$ cat src/rtl/mul_pkg.sv
// Shared types and constants for the sequential multiply-accumulate unit.
package mul_pkg;

    localparam int MUL_N = 16;

    typedef enum logic {
        MUL_IDLE = 1'b0,
        MUL_RUN  = 1'b1
    } mul_state_e;

endpackage

$ cat src/rtl/mul_seq.sv
// Sequential shift-add multiplier-accumulator: {mul_hi, mul_rd} = rs1_reg * rs2_reg + acc_in,
// one partial product per clock, fixed N-cycle latency. Used to rebuild a dividend
// from the quotient/divisor/remainder produced by the div unit.
//
//  state    | meaning
//  ---------+-----------------------------------------------------------
//  MUL_IDLE | waiting for start; result outputs hold the last result
//  MUL_RUN  | one shift-add step per cycle, N steps, then back to idle
module mul_seq
    import mul_pkg::*;
#(
    parameter int N = MUL_N
) (
    input  logic         clk,
    input  logic         rst_n,
    input  logic         start,
    input  logic [N-1:0] rs1_reg,
    input  logic [N-1:0] rs2_reg,
    input  logic [N-1:0] acc_in,
    output logic         busy,
    output logic         done,
    output logic [N-1:0] mul_rd,
    output logic [N-1:0] mul_hi
);

    localparam int CW = $clog2(N) + 1;

    mul_state_e     state;
    mul_state_e     state_next;
    logic [CW-1:0]  cnt;
    logic [N-1:0]   mcand;
    logic [N-1:0]   mplier;
    logic [2*N-1:0] acc;
    logic [2*N-1:0] addend;
    logic [2*N-1:0] acc_sum;
    logic           last_step;

    // The final step both accumulates and publishes, so done lands on the N-th edge.
    assign last_step = (cnt == CW'(N - 1));
    assign busy      = (state == MUL_RUN);

    // State register.
    always_ff @(posedge clk or negedge rst_n) begin
        if (!rst_n) begin
            state <= MUL_IDLE;
        end else begin
            state <= state_next;
        end
    end

    // Next-state decode; start is only honoured from idle.
    always_comb begin
        state_next = state;
        case (state)
            MUL_IDLE: if (start) state_next = MUL_RUN;
            MUL_RUN:  if (last_step) state_next = MUL_IDLE;
            default:  state_next = MUL_IDLE;
        endcase
    end

    // Partial product selected by the current multiplier LSB, aligned by the step count.
    always_comb begin
        addend  = '0;
        if (mplier[0]) addend = {{N{1'b0}}, mcand} << cnt;
        acc_sum = acc + addend;
    end

    // Operand latch, shift-add datapath and result/done registers.
    always_ff @(posedge clk or negedge rst_n) begin
        if (!rst_n) begin
            cnt    <= '0;
            mcand  <= '0;
            mplier <= '0;
            acc    <= '0;
            mul_rd <= '0;
            mul_hi <= '0;
            done   <= 1'b0;
        end else begin
            done <= 1'b0;
            case (state)
                MUL_IDLE: begin
                    if (start) begin
                        mcand  <= rs1_reg;
                        mplier <= rs2_reg;
                        acc    <= {{N{1'b0}}, acc_in};
                        cnt    <= '0;
                    end
                end
                MUL_RUN: begin
                    acc    <= acc_sum;
                    mplier <= mplier >> 1;
                    cnt    <= cnt + 1'b1;
                    if (last_step) begin
                        mul_rd <= acc_sum[N-1:0];
                        mul_hi <= acc_sum[2*N-1:N];
                        done   <= 1'b1;
                    end
                end
                default: ;
            endcase
        end
    end

endmodule

$ cat config.mk
export PLATFORM = sky130hd
export DESIGN_NAME = mul_seq
export DESIGN_NICKNAME = d
export VERILOG_FILES = /design/src/rtl/mul_pkg.sv /design/src/rtl/mul_seq.sv
export SDC_FILE = /design/constraint.sdc
export NUM_CORES = 1
export LEC_CHECK = 0
export ABC_CLOCK_PERIOD_IN_PS = 5250
export CAP_MARGIN = 20
export CORE_ASPECT_RATIO = 1.25
export CORE_UTILIZATION = 45
export DETAILED_ROUTE_END_ITERATION = 8
export GPL_ROUTABILITY_DRIVEN = 0
export PLACE_DENSITY = 0.67
export RECOVER_POWER = 50
export SETUP_SLACK_MARGIN = 0.5
export SYNTH_ARGS = -nofsm -noshare
export SYNTH_HDL_FRONTEND = slang
export SYNTH_SLANG_ARGS = --single-unit
$ cat constraint.sdc
create_clock -name clk -period 5.25 [get_ports clk]
set_input_delay 0.525 -clock clk [delete_from_list [all_inputs] [get_ports clk]]
set_output_delay 0.525 -clock clk [all_outputs]
set_load 0.05 [all_outputs]
==> summary.md <==
| Metric | Value |
|---|---|
| Post-CTS Hold Buffers | `0` |
| Largest net degree at the start of global routing | `60` |
| Setup bufs post-CTS | `0` |
| RSZ-0062 raised after global routing | `yes` |
| Syn nets | `832` |
| Total GRT Usage | `between 20% and 30%` |
| Worst reg2reg setup slack | `around 740 ps` |
| Clock root buffer | `clkbuf_16` |
| Worst IR Drop VDD | `0.305 mV` |
| Critical Path RT | `roughly 5500 ps` |
| Most frequent CP cell | `o21ai_0` |
| CTS tree | `yes` |
| Yosys cell types | `57` |
| CP Class | `reg2reg` |
| Fin Clk Skew | `10.1 ps` |
| Worst-path clk slew | `around 70 ps` |
| Routed wire length | `approximately 17000 um` |
| Ys Warns | `0` |
| CTS Sinks | `roughly 100` |
| Core ar. | `about 15000 um^2` |
| Worst Path Buf+Inv | `1` |
| Global-route wire length before repair | `between 20000 and 30000 um` |
| Proportion of layout cells with a drive suffix above 1 | `between 10% and 20%` |
| Via density | `between 5 and 6` |
| Most common cell after layout, fill and taps aside | `nand2_1` |
| First-pass DRT Iterations | `5` |
| Pwr/cell area | `635 nW/um^2` |
| # port buffers | `84` |
| Worst-Skew Late Latency | `around 350 ps` |
| Crit-path max FO | `22` |
| Clock buffer depth | `2` |
| Die W | `113 um` |
| Violated checks | `max-capacitance violations, max-slew violations` |
| Crit-path cells | `buf_4, mux2i_1, o21ai_0, nand2_1, a21oi_1, nor2b_1, ha_1, a21o_1, o21bai_1, o21ai_0, and3b_1, nor3_1, or4_4, and2_4, o211ai_2` |
| Worst slew margin | `-85.4%` |
| Final setup viols | `0` |
| Leak | `about 3.8 nW` |
| Peak Freq | `approximately 0.22 GHz` |
| Main synth FF type | `dfrtp_1` |
| Ant. Diodes | `0` |
| Fraction of registers with async set/reset | `between 90% and 100%` |
| Worst setup startpoint | `cnt[1]` |
| Vias in the first global route | `around 5800` |
| Crit-path slowest cell | `dfrtp_2` |
| Final Slew Violations | `86` |
| Final Core Density | `54.4%` |
| Most frequent cells in the layout | `118 x nand2_1, 99 x dfrtp_1, 82 x clkdlybuf4s50_1` |
| Via count | `5827` |
| Max incr delay on CP | `roughly 660 ps` |
| Final hold slack | `~480 ps` |
| Crit path time final | `between 4000 and 5000 ps` |
| # rows | `50` |
| Synthesized area per cell | `just over 9 um^2` |
| Register area share after synthesis | `between 30% and 40%` |
| FF+latch count, synth | `roughly 100` |
| Beginning of the worst hold path | `mul_rd[2]` |
| Die Y | `roughly 140 um` |
| DRC | `0` |
| Final Hold Fails | `0` |
| Nature of the critical path startpoint | `flop` |
| Max-cap viol count | `2` |
| Hold Path Class | `reg2reg` |
| Mapped Area | `between 6000 and 7000 um^2` |
| Synth Instances | `between 700 and 800` |
| Drt first-iter violations | `between 300 and 400` |
| Cell family with most CP delay | `simple AND/OR/NAND/NOR gates` |
| Post-DP HPWL | `between 10000 and 15000 um` |
| Worst EP arrival | `between 4000 and 5000 ps` |
| Congestion Overflow GR | `0` |
| Setup_tns | `0 ps` |
| Initial antenna violation count | `0` |
| Fin crit share | `85.9%` |
| RR Startpoint | `cnt[1]` |
| Area grow syn2layout | `17.7%` |
| TritonCTS Buffers | `9` |
| Die area | `roughly 16000 um^2` |
| Num ports | `85` |
| Tightest Pin Transition | `about 2800 ps` |
| WL/cell | `17.4 um` |
| Crit path capture type | `flop` |
| Post-route ant nets | `0` |
| Initial Util | `46.3%` |
| Net count, final | `890` |
| H-tree levels | `3` |
| Status | `complete, but fails checks` |
| Post-synth EDFFs | `0` |
## report_power, final
| part | internal (mW) | switching [mW] |
|---|---|---|
| Combinational | 1.25 | 1.75 |
| Clock | 0.338 | 0.303 |
| Sequential | 1.16 | 0.383 |
| Total | 2.75 | 2.44 |
## cells by family after synthesis
kind of cell	after synthesis	synth area share, %
and+or+nand+nor	222	14.9
AOI/OAI and AO/OA	201	18.1
DFF	103	37.1
muxes	98	16.5
buffers and inverters	59	3.30
adders and majority gates	34	6.23
xor gates and xnor gates	30	3.98
## per-layer routing
layer	track usage [%]	part of all wire, %	wire [um]	vias to the layer above
met4	9.42	3.3	563	0
met2	39.1	50	8600	170
li1	-	-	-	2804
met5	0	0	0	-
met3	4.00	4.4	765	39
met1	27.4	42	7290	2814
## Yosys cell counts (2+ instances only)
cell / instances / area share [%]
and3_1: 5 / 0.45
mux2i_1: 48 / 6.9
nor2_1: 27 / 1.5
o22ai_1: 4 / 0.36
buf_1: 6 / 0.32
xor2_1: 11 / 1.4
a21o_1: 19 / 2.1
nand2b_1: 7 / 0.63
a211oi_1: 11 / 1.2
nand4_1: 6 / 0.54
mux4_2: 5 / 1.6
xnor2_1: 18 / 2.3
nor3b_1: 2 / 0.22
nor2b_1: 21 / 1.9
inv_1: 13 / 0.70
o211ai_1: 3 / 0.32
ha_1: 33 / 5.9
and2_1: 9 / 0.81
nor3_1: 7 / 0.50
a22oi_1: 4 / 0.43
or3_1: 4 / 0.36
a21boi_0: 4 / 0.43
or2_2: 2 / 0.18
o21ai_0: 68 / 4.9
a31oi_1: 4 / 0.36
a21oi_1: 48 / 3.5
mux4_1: 3 / 1.1
mux2_2: 42 / 6.8
nand2_1: 118 / 6.4
dfrtp_1: 103 / 37
o21a_1: 2 / 0.22
o221ai_1: 2 / 0.25
o31ai_1: 5 / 0.54
clkbuf_1: 38 / 2.1
a22o_1: 15 / 1.9
nand3_1: 7 / 0.50
o21bai_1: 3 / 0.32
## cell type report
class	count	area [um^2]
clock buffer	11	243
clock inverter	5	41.3
fill	1377	6840
inverter	14	52.6
multi-input combinational	585	4140
sequential	103	2580
tap	182	228
timing repair buffer	92	887
## timing repair
action                                  CTS  global route
endpoints found under the setup margin    0            13
endpoints found under the hold margin     0             0
gates resized for setup                   0             3
## worst paths after layout
kind | end | cells after the start
max | acc[31] | 15
min | mul_rd[2] | 2
max reg2reg | acc[31] | 15
min reg2reg | mul_rd[2] | 2
max in group asynchronous | busy | 2
min in group asynchronous | mplier[6] | 1
## sequential cells by signal, summed over array words and instances, names as in the netlist
| register | flops |
|---|---|
| acc | 32 |
| busy | 1 |
| cnt | 5 |
| done | 1 |
| mcand | 16 |
| mplier | 16 |
| mul_hi | 16 |
| mul_rd | 16 |
## worst reg2reg max path, cell delays in order (launching register included)
cell      delay, ps
dfrtp_2         660
buf_4           270
mux2i_1         110
o21ai_0         290
nand2_1         200
a21oi_1         300
nor2b_1         240
ha_1            330
a21o_1          200
o21bai_1        170
o21ai_0         360
and3b_1         330
nor3_1          110
or4_4           540
and2_4          170
o211ai_2        140
## through the flow
stage	total power [mW]	setup WS, ps	instances	area (um^2)
global placement	4.45	707	975	7890
floorplan	3.70	1320	747	6950
detailed placement	4.54	559	976	7900
global route	5.56	486	992	8180
CTS	5.20	560	992	8180
finish	5.19	740	992	8180
Power figures use the tool's default switching activity.
